[config.mk]
export PLATFORM = sky130hd
export DESIGN_NAME = bram_sdp
export DESIGN_NICKNAME = d
export VERILOG_FILES = /design/src/rtl/bram_pkg.sv /design/src/rtl/bram_sdp_core.sv /design/src/rtl/bram_sdp.sv
export SDC_FILE = /design/constraint.sdc
export NUM_CORES = 1
export LEC_CHECK = 0
export CAP_MARGIN = 40
export CORE_MARGIN = 5
export CORE_UTILIZATION = 30
export CTS_CLUSTER_SIZE = 30
export DETAILED_ROUTE_END_ITERATION = 12
export GPL_TIMING_DRIVEN = 0
export SETUP_SLACK_MARGIN = 0.3
export SYNTH_ARGS = -nofsm -noshare
export SYNTH_HDL_FRONTEND = slang
export SYNTH_SLANG_ARGS = --single-unit
[constraint.sdc]
create_clock -name clk -period 3.31 [get_ports clk]
set_input_delay 0.662 -clock clk [delete_from_list [all_inputs] [get_ports clk]]
set_output_delay 0.662 -clock clk [all_outputs]
set_load 0.01 [all_outputs]
[src/rtl/bram_pkg.sv]
// Shared constants and types for the simple-dual-port block RAM.
// Read-during-write mode encodings and the clear-sequencer state type.
package bram_pkg;

  localparam int RDW_WRITE_FIRST = 0;
  localparam int RDW_READ_FIRST  = 1;

  typedef enum logic {
    CLR_IDLE,
    CLR_SWEEP
  } clr_state_e;

endpackage

[src/rtl/bram_sdp_core.sv]
// Bare RAM array: one byte-enable write port and one registered read port.
// Same-address read/write resolution follows RDW_MODE.
module bram_sdp_core
  import bram_pkg::*;
#(
  parameter int ADDRESS_WIDTH = 6,
  parameter int DATA_WIDTH    = 8,
  parameter int BYTE_WIDTH    = 8,
  parameter int RDW_MODE      = RDW_WRITE_FIRST,
  localparam int NUM_BYTES    = DATA_WIDTH / BYTE_WIDTH,
  localparam int DEPTH        = 2 ** ADDRESS_WIDTH
) (
  input  logic                     clk,
  input  logic                     rst,
  input  logic                     we_i,
  input  logic [ADDRESS_WIDTH-1:0] waddr_i,
  input  logic [DATA_WIDTH-1:0]    wdata_i,
  input  logic [NUM_BYTES-1:0]     wbe_i,
  input  logic                     re_i,
  input  logic [ADDRESS_WIDTH-1:0] raddr_i,
  output logic [DATA_WIDTH-1:0]    rdata_o
);

  logic [DATA_WIDTH-1:0] mem [DEPTH];
  logic [DATA_WIDTH-1:0] merged;
  logic [DATA_WIDTH-1:0] rdata_q;

  // NOTE: the array has no reset so it maps onto block RAM; zeroing is the clear sweep's job.
  always_ff @(posedge clk) begin
    for (int i = 0; i < NUM_BYTES; i++) begin
      if (we_i && wbe_i[i]) begin
        mem[waddr_i][i*BYTE_WIDTH +: BYTE_WIDTH] <= wdata_i[i*BYTE_WIDTH +: BYTE_WIDTH];
      end
    end
  end

  // Word the read port would see if the concurrent write landed first.
  always_comb begin
    merged = mem[raddr_i];
    for (int i = 0; i < NUM_BYTES; i++) begin
      if (we_i && wbe_i[i] && (waddr_i == raddr_i)) begin
        merged[i*BYTE_WIDTH +: BYTE_WIDTH] = wdata_i[i*BYTE_WIDTH +: BYTE_WIDTH];
      end
    end
  end

  // NOTE: sequential state uses non-blocking assignments so every register samples pre-edge values.
  always_ff @(posedge clk or posedge rst) begin
    if (rst) begin
      rdata_q <= '0;
    end else if (re_i) begin
      rdata_q <= (RDW_MODE == RDW_WRITE_FIRST) ? merged : mem[raddr_i];
    end
  end

  assign rdata_o = rdata_q;

endmodule

[src/rtl/bram_sdp.sv]
// Simple-dual-port RAM top: clear sequencer, write-port mux, read-valid
// pipeline and the optional second output register for latency 2.
module bram_sdp
  import bram_pkg::*;
#(
  parameter int ADDRESS_WIDTH  = 6,
  parameter int DATA_WIDTH     = 8,
  parameter int BYTE_WIDTH     = 8,
  parameter int READ_LATENCY   = 1,
  parameter int RDW_MODE       = RDW_WRITE_FIRST,
  parameter int CLEAR_ON_RESET = 1,
  localparam int NUM_BYTES     = DATA_WIDTH / BYTE_WIDTH
) (
  input  logic                     clk,
  input  logic                     rst,
  input  logic                     clr,
  input  logic                     wr_en,
  input  logic [ADDRESS_WIDTH-1:0] wr_addr,
  input  logic [DATA_WIDTH-1:0]    wr_data,
  input  logic [NUM_BYTES-1:0]     wr_be,
  input  logic                     rd_en,
  input  logic [ADDRESS_WIDTH-1:0] rd_addr,
  output logic [DATA_WIDTH-1:0]    rd_data,
  output logic                     rd_valid,
  output logic                     busy
);

  if (READ_LATENCY != 1 && READ_LATENCY != 2) begin : g_bad_latency
    $error("bram_sdp: READ_LATENCY must be 1 or 2");
  end
  if (DATA_WIDTH % BYTE_WIDTH != 0) begin : g_bad_width
    $error("bram_sdp: DATA_WIDTH must be a multiple of BYTE_WIDTH");
  end

  clr_state_e               state_q, state_d;
  logic [ADDRESS_WIDTH-1:0] clr_addr_q, clr_addr_d;
  logic                     valid1_q;
  logic                     rd_acc;
  logic                     core_we;
  logic [ADDRESS_WIDTH-1:0] core_waddr;
  logic [DATA_WIDTH-1:0]    core_wdata;
  logic [NUM_BYTES-1:0]     core_wbe;
  logic [DATA_WIDTH-1:0]    core_rdata;

  always_ff @(posedge clk or posedge rst) begin
    if (rst) begin
      state_q    <= (CLEAR_ON_RESET != 0) ? CLR_SWEEP : CLR_IDLE;
      clr_addr_q <= '0;
    end else begin
      state_q    <= state_d;
      clr_addr_q <= clr_addr_d;
    end
  end

  // NOTE: every always_comb output gets a default first, so no path can infer a latch.
  always_comb begin
    state_d    = state_q;
    clr_addr_d = clr_addr_q;
    busy       = 1'b0;
    case (state_q)
      CLR_IDLE: begin
        if (clr) begin
          state_d    = CLR_SWEEP;
          clr_addr_d = '0;
        end
      end
      CLR_SWEEP: begin
        busy       = 1'b1;
        clr_addr_d = clr_addr_q + ADDRESS_WIDTH'(1);
        if (clr_addr_q == '1) state_d = CLR_IDLE;
      end
      default: state_d = CLR_IDLE;
    endcase
  end

  // The sweep owns the write port while busy; user traffic is dropped.
  assign rd_acc     = rd_en && !busy;
  assign core_we    = busy || wr_en;
  assign core_waddr = busy ? clr_addr_q : wr_addr;
  assign core_wdata = busy ? '0 : wr_data;
  assign core_wbe   = busy ? '1 : wr_be;

  bram_sdp_core #(
    .ADDRESS_WIDTH (ADDRESS_WIDTH),
    .DATA_WIDTH    (DATA_WIDTH),
    .BYTE_WIDTH    (BYTE_WIDTH),
    .RDW_MODE      (RDW_MODE)
  ) u_core (
    .clk     (clk),
    .rst     (rst),
    .we_i    (core_we),
    .waddr_i (core_waddr),
    .wdata_i (core_wdata),
    .wbe_i   (core_wbe),
    .re_i    (rd_acc),
    .raddr_i (rd_addr),
    .rdata_o (core_rdata)
  );

  always_ff @(posedge clk or posedge rst) begin
    if (rst) valid1_q <= 1'b0;
    else     valid1_q <= rd_acc;
  end

  if (READ_LATENCY == 2) begin : g_lat2
    logic [DATA_WIDTH-1:0] rd_data_q;
    logic                  valid2_q;

    always_ff @(posedge clk or posedge rst) begin
      if (rst) begin
        rd_data_q <= '0;
        valid2_q  <= 1'b0;
      end else begin
        valid2_q <= valid1_q;
        if (valid1_q) rd_data_q <= core_rdata;
      end
    end

    assign rd_data  = rd_data_q;
    assign rd_valid = valid2_q;
  end else begin : g_lat1
    assign rd_data  = core_rdata;
    assign rd_valid = valid1_q;
  end

endmodule

==> results of run 1 <==
## routing by layer
| metal | up-vias | part of all wire, % | wire (um) | GRT usage (%) |
|---|---|---|---|---|
| met1 | 6014 | 44 | 24700 | 20.4 |
| met2 | 474 | 45 | 25400 | 21.6 |
| met4 | 0 | 2.2 | 1240 | 4.01 |
| met5 | - | 0 | 0 | 0 |
| li1 | 4809 | - | - | - |
| met3 | 84 | 8.6 | 4800 | 3.68 |
## cells in the mapped netlist, drive strengths merged (2+ instances only)
master     n
a21oi     10
nor2b     16
a2bb2oi    4
o21a       2
nand2b     6
inv        8
buf       46
a2111oi    2
o22ai      4
nor3      12
o2bb2ai    2
and2       5
nand3     10
a211oi     2
o221ai     4
a22o       2
a32o       3
edfxtp   512
and3       4
a32oi      2
o21ai     20
xnor2      5
clkbuf    16
a31oi     11
a311o      6
a2111o     5
o31ai      5
mux2i     83
nand3b     2
a22oi     31
mux2      12
o211a      2
o211ai     4
nand2     61
mux4      92
a311oi     2
dfrtp     15
nor2      79
## kinds of logic (layout without fill, tap and decap cells)
kind of cell,after synthesis,after routing,share of synthesized area [%]
flops,528,528,73.8
simple gates,201,201,4.16
mux,187,187,14.6
compound gates,130,130,4.49
buf+inv,71,223,2.69
xor+xnor,6,6,0.246
fa+ha+maj,1,1,0.0585
## layout make-up
cell class | instances | area (um2)
plain buffers | 63 | 547
well taps | 940 | 1180
clock buffers | 59 | 1350
inverters | 8 | 30.0
repair buffers | 57 | 674
fillers | 6501 | 45000
flip-flops and latches | 528 | 15800
multi-input cells | 525 | 5480
clock inverters | 36 | 377
## how the worst max path moves through the flow
stage             from           endpoint  slack (ns)  cells past startpoint
6_report       state_q  u_core.mem[60][0]        0.28                      6
5_1_grt        state_q  u_core.mem[28][7]        0.18                      6
4_1_cts        state_q  u_core.mem[49][3]        0.24                      7
3_5_place_dp   state_q  u_core.mem[17][6]       -0.23                      7
3_3_place_gp   state_q  u_core.mem[58][4]       -2.12                      5
2_1_floorplan  state_q   u_core.mem[0][4]        0.04                      5
## timing repair
action / 4_1_cts / 5_1_grt
pin swaps: 0 / 1
buffers inserted: 0 / 5
resized for setup: 95 / 23
endpoints found under the setup margin: 465 / 492
## through the flow
step | hold WS, ns | instances | instance area [um2]
floorplan | 0.473 | 1124 | 21400
global route | 0.253 | 2216 | 25400
CTS | 0.233 | 2209 | 25300
finish | 0.258 | 2216 | 25400
global placement | 0.504 | 2093 | 22900
detailed placement | 0.498 | 2114 | 23200
## power breakdown
part           switching [W]  internal (W)  total [W]  leakage, nW
Clock                0.00248       0.00354    0.00602        0.837
Combinational        0.00179      0.000837    0.00262         2.49
Sequential          0.000168       0.00789    0.00806         4.95
## critical path: stages (launching register included)
cell and delay, ns:
dfstp_2 0.53, buf_2 0.26, clkbuf_2 0.26, clkbuf_2 0.28
a32o_1 0.36, nand2_2 0.37, nor2_2 0.57
## registers in the layout, summed over array words and instances (netlist names)
name and flops:
u_core.mem 512, u_core.rdata_o 8, clr_addr_q 6, rd_valid 1
state_q 1
==> metrics.cfg, run 1 <==
[setup_path]
path_max_fanout=10
r2r_setup_slack_ns=0.28
reg2regPathDepth=6
end_kind=flip-flop
reg2reg_to=u_core.mem[60][0]
r2r_start=state_q
critPathKind=flip-flop to flip-flop
critPathArrivalTime_ns=3.26
cp-start-kind=flip-flop
cp.required_ns=3.54

[yosys]
synth-edff-count=512
ys.flop_type=edfxtp_1
syn_inst=1124
syn_area_per_cell_um2=19.0
synth_warnings=0
synth_seq_cells=528
seq_area_frac_synth_pct=73.8
synth_area_leaders=edfxtp_1 72%, mux4_2 7.7%, mux2i_1 3.8%
synth_area_mm2=0.0214
synth_cell_types=67
synth_top_area_share_pct=71.9
yosysTopAreaCell=edfxtp_1
synth_fp_nets=1151
ys_async_sr_fraction_pct=3.03

[die]
fp.dieArea_mm2=0.0767
core_area_mm2=0.0704
initial_utilization_pct=30.4
std_cell_rows=97
die_x_um=277
fp.dieH_um=277
ioPinCount=36

[sta]
finalHoldViolCount=0
tns_ns=0
finalCritPeriodShare_pct=91.5
skew_ns=0.0171
fmax_ghz=0.330
rsz0062_at_grt=true
fin_ws_ns=0.281
min_period_ns=3.03
relSlewSlack_pct=32.6
worst_pin_slew_ns=1.01
slew_viol_final=0
setup_viol=0

[place]
preCtsSetupSlack_ns=-0.228
hpwl_mm=38.7
gp_congestion=0.861
io_buffer_count=29

[final_layout]
drive_gt1_share_pct=24.9
finish.net_count=1262
syn2layout_area_growth_pct=18.9
antenna_cells=0
final_common_cell=edfxtp_1
post-route-util_pct=36.1
final_cell_mix=512 x edfxtp_1, 81 x mux2i_1, 73 x mux4_2

[clocking]
cts_tree=built
root_buffer=clkbuf_16
cts_inserted_buffers=52
cts_max_level=2
clk_latency_ns=0.59
cts_buffer_depth=3
postCtsHoldBufs=0
clock-sinks=528
path_clk_slew_ns=0.06

[pwr]
p_total_w=0.0167
vdd_ir_drop_max_v=0.000359
p_leak_nw=8.27
pwr_density_cell_mw_per_mm2=658

[detailed_routing]
drc=0
drt-total-wl_mm=56.1
vias_per_cell=5.14
drt_iter0_drc=1158
vias=11400
firstDrtPassIters=5
ant_nets=0
wire_per_inst_um=25.3

[global_routing]
track_usage_pct=14.2
grt_pass1_wl_mm=80.5
grt_max_degree=45
first_global_vias=11300
antenna_found_initial=0
grt_remaining_overflow=0

[min_path]
min_path_type=input pin to async pin

[run]
cap_violations=0

[run_status]
outcome=finished clean

Note: power is estimated with default switching activity, not from simulation.
==> run 2: changes to the inputs <==
--- a/config.mk
+++ b/config.mk
@@ -7,10 +7,11 @@
 export LEC_CHECK = 0
 export CAP_MARGIN = 40
 export CORE_MARGIN = 5
-export CORE_UTILIZATION = 30
+export CORE_UTILIZATION = 55
 export CTS_CLUSTER_SIZE = 30
 export DETAILED_ROUTE_END_ITERATION = 12
 export GPL_TIMING_DRIVEN = 0
+export PLACE_DENSITY = 0.74
 export SETUP_SLACK_MARGIN = 0.3
 export SYNTH_ARGS = -nofsm -noshare
 export SYNTH_HDL_FRONTEND = slang
==> run 2 against run 1 <==
- clock skew decreased by 0.0021 ns
- total power down 0.31%
- non-clock buffer count decreased by 8
- maximum frequency is 0.26% lower
- worst setup slack got worse by 0.0078 ns
- cell area is 2.1% lower
- critical path depth grew 1
- first-iteration DRC count grew 37%
- sequential share of layout area increased by 1.3 points
- clock power shrank 2%
- final cell count down 20%
- highest routed layer unchanged
- sequential power barely moved
==> metrics.cfg, run 2 (synthesized netlist as in run 1, its figures left out) <==
[detailed_routing]
wire_per_inst_um=30.1  ; was 25.3 um
drt-total-wl_mm=53.6  ; was 56.1 mm
drt_iter0_drc=1583  ; was 1158
firstDrtPassIters=7  ; was 5
vias=11700  ; was 11400
ant_nets=0  ; unchanged
vias_per_cell=6.58  ; was 5.14
drc=0  ; unchanged

[place]
dpl.cell_count=1690  ; was 2114
preCtsSetupSlack_ns=-0.0839  ; was -0.228 ns
gp_congestion=0.941  ; was 0.861
io_buffer_count=29  ; unchanged
hpwl_mm=35.3  ; was 38.7 mm

[min_path]
hold_depth=1
min_to=clr_addr_q[5]
worstHoldStart=clr_addr_q[5]
min_path_type=flip-flop to flip-flop  ; was input pin to async pin

[sta]
worst_pin_slew_ns=0.996  ; was 1.01 ns
finalCritPeriodShare_pct=91.7  ; was 91.5%
slew_viol_final=0  ; unchanged
rsz0062_at_grt=true  ; unchanged
finalHoldViolCount=0  ; unchanged
fin_ws_ns=0.273  ; was 0.281 ns
skew_ns=0.0149  ; was 0.0171 ns
setup_viol=0  ; unchanged
fmax_ghz=0.329  ; was 0.330 GHz
relSlewSlack_pct=33.5  ; was 32.6%
holdWs_ns=0.536  ; was 0.258 ns
min_period_ns=3.04  ; was 3.03 ns

[final_layout]
syn2layout_area_growth_pct=16.4  ; was 18.9%
stdcell_count=1783  ; was 2216
finish.net_count=1252  ; was 1262
final_common_cell=edfxtp_1  ; unchanged
largest_reg_flops=512  ; unchanged
regMostFlops=u_core.mem  ; unchanged
drive_gt1_share_pct=24.4  ; was 24.9%
final_cell_mix=512 x edfxtp_1, 81 x mux2i_1, 73 x mux4_2  ; unchanged
antenna_cells=0  ; unchanged
fillers=2567  ; was 6501

[die]
initial_utilization_pct=55.4  ; was 30.4%
core_area_mm2=0.0386  ; was 0.0704 mm2
fp.dieH_um=207  ; was 277 um
die_x_um=207  ; was 277 um
std_cell_rows=72  ; was 97
ioPinCount=36  ; unchanged
fp.dieArea_mm2=0.0429  ; was 0.0767 mm2

[run_status]
outcome=finished clean  ; unchanged

[global_routing]
track_usage_pct=24.5  ; was 14.2%
first_global_vias=11500  ; was 11300
antenna_found_initial=0  ; unchanged
use_met2_pct=38.0  ; was 21.6%
met1_usage_pct=34.6  ; was 20.4%
grt_remaining_overflow=0  ; unchanged
grt_max_degree=41  ; was 45
grt-busiest-layer=met2  ; unchanged
use_met3_pct=6.17  ; was 3.68%
grt_pass1_wl_mm=77.5  ; was 80.5 mm

[clocking]
cts_inserted_buffers=50  ; was 52
postCtsHoldBufs=0  ; unchanged
cts_max_level=2  ; unchanged
root_buffer=clkbuf_16  ; unchanged
clk_latency_ns=0.57  ; was 0.59 ns
path_clk_slew_ns=0.06  ; about the same
clock-sinks=528  ; unchanged
cts_buffer_depth=3  ; unchanged
cts_tree=built  ; unchanged

[setup_path]
critPathArrivalTime_ns=3.31  ; was 3.26 ns
r2r_start=state_q  ; unchanged
reg2regPathDepth=7  ; was 6
path_max_fanout=10  ; unchanged
end_kind=flip-flop  ; unchanged
critPathKind=flip-flop to flip-flop  ; unchanged
reg2reg_to=u_core.mem[7][1]  ; was u_core.mem[60][0]
cp-start-kind=flip-flop  ; unchanged
r2r_setup_slack_ns=0.27  ; was 0.28 ns
cp.required_ns=3.59  ; was 3.54 ns

[run]
cap_violations=0  ; unchanged

[pwr]
vdd_ir_drop_max_v=0.000631  ; was 0.000359 V
p_leak_nw=8.27  ; about the same
pwr_density_cell_mw_per_mm2=669  ; was 658 mW/mm2

run 2: cell types whose count changed in the layout (fill, tap and decap cells not counted), sizes merged:
cell and change:
inv +1, clkbuf +1, clkinvlp -3, clkinv -3
buf -8, bufinv +1
run 2: worst max-delay path, stage by stage (launching register included):
cell and delay [ns]:
dfstp_2 0.53, buf_2 0.24, clkbuf_1 0.35, clkbuf_2 0.30, a32o_1 0.29, nand2_2 0.36, nor2_2 0.42, buf_4 0.24
run 2: layout make-up:
class                      count  area [um2]  share of cell area, %
clock inverter                32         377                   1.51
clock buffer                  60        1310                   5.26
buffer                        63         547                   2.20
sequential                   528       15800                   63.4
inverter                       8        30.0                  0.121
tap                          518         648                   2.60
multi-input combinational    525        5540                   22.3
timing repair buffer          49         654                   2.63
run 2: per-layer routing:
layer,vias to the layer above,part of all wire [%]
met4,0,3.9
met5,-,0
met3,127,11
li1,4802,-
met1,6014,38
met2,790,46
run 2: power breakdown:
part | switching (W) | total [W] | internal, W
sequential | 0.000196 | 0.00809 | 0.00789
combinational | 0.00182 | 0.00265 | 0.000834
clock | 0.00240 | 0.00591 | 0.00352
run 2: how the worst max path moves through the flow:
stage	start	to	slack, ns	cells past startpoint
after floorplan	state_q	u_core.mem[0][4]	0.04	5
after global placement	state_q	u_core.mem[0][4]	-2.19	5
after detailed placement	state_q	u_core.mem[3][0]	-0.08	7
after CTS	state_q	u_core.mem[3][2]	0.03	7
after global routing	state_q	u_core.mem[7][1]	0.20	7
final	state_q	u_core.mem[7][1]	0.27	7
run 2: stage by stage:
step | power [W] | util [%] | setup TNS (ns) | instance area (um2)
after global placement | 0.0103 | 57.9 | -508.58 | 22300
after CTS | 0.0163 | 63.7 | 0 | 24600
after floorplan | 0.00942 | - | 0 | 21400
after global routing | 0.0171 | 64.5 | 0 | 24900
after detailed placement | 0.0104 | 58.9 | -6.71 | 22700
final | 0.0167 | 64.5 | 0 | 24900
run 2: what timing repair did:
| action | in CTS | in global routing |
|---|---|---|
| gates resized for setup | 60 | 70 |
| setup buffers | 0 | 1 |
| setup endpoints to repair | 484 | 476 |
==> run 3: changes to the inputs <==
--- a/config.mk
+++ b/config.mk
@@ -13,6 +13,7 @@
 export GPL_TIMING_DRIVEN = 0
 export PLACE_DENSITY = 0.74
 export SETUP_SLACK_MARGIN = 0.3
+export SKIP_LAST_GASP = 1
 export SYNTH_ARGS = -nofsm -noshare
 export SYNTH_HDL_FRONTEND = slang
 export SYNTH_SLANG_ARGS = --single-unit
==> results of run 3 <==
Same layout as run 2: the final DEF is identical, and so are final timing and power.
